File: src/rtl/store_buffer.sv
// Posted-write buffer between the core data port and a req/ack data memory.
// In-order drain, youngest-entry store coalescing, and load forwarding from pending stores.
module store_buffer #(
   parameter int unsigned DEPTH = 4,
   parameter int unsigned AW    = 32,
   parameter int unsigned DW    = 32,
   localparam int unsigned PW   = $clog2(DEPTH),
   localparam int unsigned CW   = PW + 1
) (
   input  logic          clk,
   input  logic          reset,
   input  logic          memwrite,
   input  logic [AW-1:0] dataadr,
   input  logic [DW-1:0] writedata,
   output logic          stall,
   input  logic [AW-1:0] lookup_adr,
   output logic          fwd_hit,
   output logic [DW-1:0] fwd_data,
   output logic          mem_req,
   output logic [AW-1:0] mem_addr,
   output logic [DW-1:0] mem_wdata,
   input  logic          mem_ack,
   output logic [CW-1:0] count,
   output logic          empty
);

   logic [AW-1:0] addr_q [DEPTH];
   logic [AW-1:0] addr_d [DEPTH];
   logic [DW-1:0] data_q [DEPTH];
   logic [DW-1:0] data_d [DEPTH];
   logic [PW-1:0] head_q, head_d;
   logic [PW-1:0] tail_q, tail_d;
   logic [CW-1:0] count_q, count_d;

   logic [PW-1:0] youngest;
   logic          full;
   logic          coalesce;
   logic          push;
   logic          pop;

   assign youngest = tail_q - PW'(1);
   assign full     = (count_q == CW'(DEPTH));
   // Head is on the memory bus, so only merge when the youngest entry is not the head.
   assign coalesce = memwrite && (count_q >= CW'(2)) && (dataadr == addr_q[youngest]);
   assign push     = memwrite && !coalesce && !full;
   assign pop      = mem_req && mem_ack;

   assign stall     = memwrite && full && !coalesce;
   assign mem_req   = (count_q != '0);
   assign mem_addr  = addr_q[head_q];
   assign mem_wdata = data_q[head_q];
   assign count     = count_q;
   assign empty     = (count_q == '0);

   always_comb begin
      addr_d  = addr_q;
      data_d  = data_q;
      head_d  = head_q;
      tail_d  = tail_q;
      count_d = count_q;
      if (coalesce) begin
         data_d[youngest] = writedata;
      end
      if (push) begin
         addr_d[tail_q] = dataadr;
         data_d[tail_q] = writedata;
         tail_d         = tail_q + PW'(1);
      end
      if (pop) begin
         head_d = head_q + PW'(1);
      end
      if (push && !pop) begin
         count_d = count_q + CW'(1);
      end else if (!push && pop) begin
         count_d = count_q - CW'(1);
      end
   end

   // Scan oldest to youngest so the last match is the youngest one.
   logic [PW-1:0] idx;
   always_comb begin
      fwd_hit  = 1'b0;
      fwd_data = '0;
      idx      = '0;
      for (int unsigned i = 0; i < DEPTH; i++) begin
         idx = head_q + PW'(i);
         if ((CW'(i) < count_q) && (addr_q[idx] == lookup_adr)) begin
            fwd_hit  = 1'b1;
            fwd_data = data_q[idx];
         end
      end
   end

   always_ff @(posedge clk or negedge reset) begin
      if (!reset) begin
         head_q  <= '0;
         tail_q  <= '0;
         count_q <= '0;
         for (int unsigned i = 0; i < DEPTH; i++) begin
            addr_q[i] <= '0;
            data_q[i] <= '0;
         end
      end else begin
         head_q  <= head_d;
         tail_q  <= tail_d;
         count_q <= count_d;
         addr_q  <= addr_d;
         data_q  <= data_d;
      end
   end

endmodule

File: config.mk
export PLATFORM = sky130hd
export DESIGN_NAME = store_buffer
export DESIGN_NICKNAME = d
export VERILOG_FILES = /design/src/rtl/store_buffer.sv
export SDC_FILE = /design/constraint.sdc
export NUM_CORES = 1
export LEC_CHECK = 0
export BUFFER_PORTS_ARGS = -buffer_cell sky130_fd_sc_hd__buf_2
export CAP_MARGIN = 10
export CORE_MARGIN = 4
export CORE_UTILIZATION = 45
export CTS_BUF_LIST = sky130_fd_sc_hd__clkbuf_4 sky130_fd_sc_hd__clkbuf_8
export DETAILED_ROUTE_END_ITERATION = 8
export PLACE_DENSITY = 0.66
export SLEW_MARGIN = 20
export SYNTH_ARGS = -nofsm -noshare
export SYNTH_HDL_FRONTEND = slang
export SYNTH_SLANG_ARGS = --single-unit
File: constraint.sdc
create_clock -name clk -period 4.3 [get_ports clk]
set_clock_uncertainty 0.15 [all_clocks]
set_input_delay 0.645 -clock clk [delete_from_list [all_inputs] [get_ports clk]]
set_output_delay 0.645 -clock clk [all_outputs]
set_load 0.01 [all_outputs]
; Word level (Yosys, flattened, before mapping)
; Index checks and enable logic that the tools add are counted.
[totals]
n_memories = 0
mem_bits_ro = 0
wordCells = 111
out_inout_bits = 103
in_bits = 100
reg_bits = 263
latchBits = 0
ram_bits = 0
[classes]
n_mux = 46
magnitude_cmp = 13
eq_ne = 6
n_shift = 0
div = 0
mul = 0
n_addsub = 7
reduce_logical = 22
bitwise = 6
[op_table]
columns = operator, n
row1 = $mux W32, 24
row2 = $bmux W32 S2, 9
row3 = $bwmux W128, 3
row4 = $mux W128, 2
row5 = $eq A32 B32 Y1, 5
row6 = $demux W32 S2, 2
row7 = $ge A3 B3 Y1 const B, 6
row8 = $not A2 Y3, 6
row9 = $logic_and A1 B1 Y1, 15
row10 = $lt A1 B3 Y1 const A, 2
row11 = $lt A2 B3 Y1 const A, 2
row12 = $lt A3 B1 Y1 const B, 2
row13 = $mux W3, 2
row14 = $add A2 B1 Y2 const B, 2
row15 = $add A2 B2 Y2 const B, 2
row16 = $logic_not A1 Y1, 4
row17 = $mux W1, 4
row18 = $add A3 B1 Y3 const B, 1
row19 = $eq A3 B3 Y1 const B, 1
row20 = $ge A3 B2 Y1 const B, 1
row21 = $logic_not A3 Y1, 1
row22 = $reduce_bool A3 Y1, 1
row23 = $sub A3 B1 Y3 const B, 1
row24 = $reduce_bool A2 Y1, 1
row25 = $sub A2 B1 Y2 const B, 1

; Longest topological paths before layout
[depth]
ltp_word = 14
ltp_mapped = 18
ltp_nobuf = 12

; Worst setup path before layout
; Ideal clock, no wire load.
[synth_timing]
path_type = flip-flop to flip-flop
from = register tail_q[0]
to = register data_q[100] (netlist bit)
arrival_ns = 4.258
n_path_buf = 7
path_stages_with_launch = 18
setup_slack_ns = -0.233
setup_ns = 0.125
path_cell_list = dfrtp_1 > buf_6 > buf_6 > buf_6 > inv_1 > ha_1 > clkbuf_1 > clkbuf_1 > mux4_2 > xnor2_1 > nand4_1 > or4_1 > and4bb_4 > or3b_2 > buf_2 > a21boi_4 > buf_6 > mux2_4
[synth_rtl]
columns = item, line_no
row1 = "start, declared", 32  ; logic [PW-1:0] tail_q, tail_d;
row2 = "start signal, assigned", 105  ; tail_q <= tail_d;
row3 = "end signal, assigned", 108  ; data_q <= data_d;
row4 = "end, declared", 29  ; logic [DW-1:0] data_q [DEPTH];

; Final worst setup path
[layout_timing]
from = register head_q[1]
to = output fwd_data[3]
[layout_between]
elab_chain_len = 10
[layout_lines]
columns = item, line_no
row1 = "start, declared", 31  ; logic [PW-1:0] head_q, head_d;
row2 = "start signal, assigned", 96  ; head_q <= '0;
row3 = "start signal, assigned", 104  ; head_q <= head_d;
row4 = $add A2 B1 Y2 / $not A2 Y3 (equally long branches), "86, 87, 89"
row5 = $not A2 Y3 (not written as such) / $bmux W32 S2 (equally long branches), "87, 89"
row6 = $bmux W32 S2 / $mux W32 (equally long branches), 87  ; if ((CW'(i) < count_q) && (addr_q[idx] == lookup_adr)) begin
row7 = $mux W32 (not written as such), 87
row8 = $mux W32 (not written as such) / $eq A32 B32 Y1 (equally long branches), 87
row9 = $eq A32 B32 Y1 / $logic_and A1 B1 Y1 (equally long branches), 87
row10 = $logic_and A1 B1 Y1 / $mux W32 (equally long branches), 87
row11 = $mux W32 (2 in series), 87
row12 = $mux W32 (*), 87
row13 = "end, declared", 18  ; output logic [DW-1:0] fwd_data,
; Mark *: on every way between the ends. The rest lies on a longest branch, timed or not. The select of a mux whose other input is x is not followed.

==> flow_summary.json <==
{
  "port_buffers": 202,
  "yosysSeqAreaShare_pct": 31.40,
  "nNetsFinal": 2204,
  "synth-main-ff-cell": "dfrtp_1",
  "synth-edff-count": 0,
  "ys_types": 63,
  "rows": 78,
  "yosys_register_bits": 263,
  "place_hpwl_mm": 51.14,
  "slowest_delay_ps": 550,
  "wl_per_cell_um": 26.97,
  "slew_violations": 0,
  "mostFrequentLayoutCells": "260 x dfrtp_1, 201 x buf_2, 171 x mux2_2",
  "syn_area_um2": 20960,
  "p_sw_mw": 11.02,
  "cp_slowest_cell": "mux4_2",
  "ant_nets": 0,
  "clkPwrFrac_pct": 11.3,
  "combPwrFrac_pct": 67.6,
  "grt_pass1_vias": 17649,
  "crit_fanout": 8,
  "route.met3.wl_mm": 6.079,
  "final_hold_viol_count": 0,
  "root_buffer": "clkbuf_8",
  "yosysWarnings": 0,
  "power-per-cell-area_nw_per_um2": 968.3,
  "syn-instance-count": 1757,
  "max_freq_mhz": 205.1,
  "setup_viol": 33,
  "grt-ovfl-total": 0,
  "p_leak_nw": 11.56,
  "wl_met2_mm": 34.70,
  "grtUsageTotal_pct": 28.74,
  "cts_tree": "yes",
  "synth_nets": 1871,
  "fin_cells": 2741,
  "cts_num_sinks": 263,
  "grt_pass1_wl_mm": 111.9,
  "top_layer": "met5",
  "path_buf_inv": 6,
  "holdWs_ps": 121.2,
  "cp_cell_sequence": "buf_12 -> buf_8 -> mux4_2 -> xnor2_1 -> nand4_1 -> nor4_1 -> buf_4 -> and3_4 -> buf_12 -> buf_16 -> and3_1 -> mux2i_4 -> a22oi_2 -> buf_2",
  "path_common_cell": "buf_12",
  "fp.dieH_um": 223.8,
  "fin_setup_tns_ps": -17010,
  "cp-end-kind": "output pin",
  "core-area_um2": 45670,
  "seqPwrFrac_pct": 21.1,
  "layout_setup_ws_ps": -574.5,
  "slew_headroom_pct": 42.69,
  "syn_area_per_cell_um2": 11.93,
  "path_delay_family": "simple AND/OR/NAND/NOR gates",
  "drc": 0,
  "drt_iter0_drc": 1771,
  "via_per_inst": 6.337,
  "ir_worst_vdd_uv": 613.0,
  "wirelength_mm": 73.93,
  "clk_pin_slew_ps": 60,
  "outcome": "complete, but fails checks",
  "drt_pass1_iterations": 6,
  "dp.cells": 2566,
  "antenna_found_initial": 9,
  "period_share_pct": 113.4,
  "violations": "setup timing",
  "clkLatencyLatePin_ps": 660,
  "numCtsBuffers": 50,
  "p_int_mw": 14.52,
  "area_delta_synth_final_pct": 25.87,
  "dp_slack_ps": -158.4,
  "worst_slew_pin_slew_ps": 859.6,
  "cts_buffer_depth": 3,
  "swShare_pct": 43.16,
  "h-tree-depth": 2,
  "drv_cap": 0,
  "fin_util_pct": 57.75,
  "final_common_cell": "dfrtp_1",
  "start_util_pct": 45.88,
  "rsz0062_at_grt": "true",
  "gp_congestion": 1.045,
  "synthArstFlopShare_pct": 100.0,
  "vias": 17369,
  "cp.arrival_ps": 4080,
  "die_area_um2": 50090,
  "worstPathRequired_ps": 3500,
  "drive_above_1_share_pct": 50.68,
  "grt_max_degree": 105,
  "fin_crit_ps": 4875,
  "wl_met1_mm": 29.93,
  "startpoint_type": "flip-flop",
  "die_x_um": 223.8,
  "io_pins": 203,
  "worstSetupPathType": "flip-flop to output pin",
  "hold_path.class": "input port to flip-flop"
}
==> state kept, by name (all words and copies together), names as in the netlist <==
register  cells
addr_q      128
count         3
data_q      128
head_q        2
tail_q        2
==> stage by stage <==
stage	power (mW)	area [um2]
finish	25.54	26380
global route	26.76	26370
CTS	24.77	25920
detailed placement	20.54	23560
global placement	20.21	23560
floorplan	15.26	20970
==> final cells by class <==
| type | count | area [um2] |
|---|---|---|
| Antenna cell | 10 | 25.02 |
| Fill cell | 3748 | 19300 |
| Clock inverter | 20 | 239.0 |
| Timing Repair Buffer | 442 | 3630 |
| Clock buffer | 73 | 942.2 |
| Sequential cell | 263 | 6590 |
| Tap cell | 600 | 750.7 |
| Multi-Input combinational cell | 1322 | 14150 |
| Inverter | 11 | 46.29 |
==> layer usage <==
layer | vias to the layer above | GRT usage [%]
li1 | 7412 | -
met1 | 8932 | 39.00
met2 | 848 | 46.08
met3 | 171 | 5.229
met4 | 6 | 11.43
met5 | - | 0
==> kinds of logic (layout without fill, tap and decap cells) <==
family                   Yosys count  after routing  share of synthesized area (%)
multiplexers                     627            627                          42.26
AND/OR/NAND/NOR                  307            307                          7.905
flip-flops                       263            263                          31.40
AO/OA/AOI/OAI                    247            247                          8.156
buffers and inverters            172            546                          4.132
XOR/XNOR                         127            127                          5.308
adder cells (fa/ha/maj)           14             14                         0.8359
other                              0             10                              0
==> worst register-to-register path, cell delays in order (launching register included) <==
cell	delay (ps)
dfrtp_1	370
inv_2	60
ha_4	310
buf_4	140
clkbuf_16	140
mux4_2	350
xnor2_4	230
nand4_1	160
or4_1	510
and4bb_4	350
buf_4	110
buf_4	120
or3b_2	150
a21boi_4	320
buf_12	220
mux2_4	320
==> repair_timing <==
action,in CTS,in global routing
setup endpoints to repair,44,44
buffers inserted,43,18
pin swaps,35,24
gates cloned,8,2
gates resized for setup,123,47
hold buffers,1,0
hold endpoints to repair,100,0
==> path summary, 6_finish.rpt <==
check	startpoint	slack, ps	depth (start not counted)	end
max	head_q[1]$_DFFE_PN0P_	-570	14	fwd_data[3]
min	writedata[24]	120	2	data_q[24]$_DFF_PN0_
max in group asynchronous	reset	2320	3	addr_q[58]$_DFFE_PN0P_
min reg2reg	data_q[124]$_DFF_PN0_	410	1	data_q[124]$_DFF_PN0_
max reg2reg	tail_q[1]$_DFFE_PN0N_	120	15	data_q[90]$_DFF_PN0_
min in group asynchronous	reset	480	2	data_q[69]$_DFF_PN0_
==> cell usage after synthesis (all sizes together) (6+ instances only) <==
cell,count,area [um2]
and3,33,206.5
buf,88,549.3
mux2i,194,1942
xnor2,104,910.9
a211oi,6,45.04
clkbuf,73,275.3
xor2,23,201.4
nand2,38,142.6
nor3,14,70.07
o221ai,9,78.83
a21oi,55,275.3
nand2b,33,206.5
nor4,8,65.06
inv,11,41.29
ha,14,175.2
o22ai,14,87.58
a22oi,37,277.8
o21ai,49,245.2
and2,36,225.2
nand4,28,175.2
o2111ai,35,306.5
nor2,85,319.1
dfrtp,263,6581
mux4,141,3176
mux2,292,3739
nand3,12,60.06
o211ai,6,45.04
a2111oi,8,70.07
==> power groups by stage <==
| stage | logic, mW | registers (mW) | clock network [mW] |
|---|---|---|---|
| detailed placement | 15.2 | 5.34 | 0 |
| CTS | 16.5 | 5.31 | 2.96 |
| global placement | 15.0 | 5.18 | 0 |
| floorplan | 10.5 | 4.72 | 0 |
| global route | 18.1 | 5.57 | 3.08 |
| finish | 17.3 | 5.38 | 2.90 |
No activity file was read; power rests on OpenSTA's default activity.
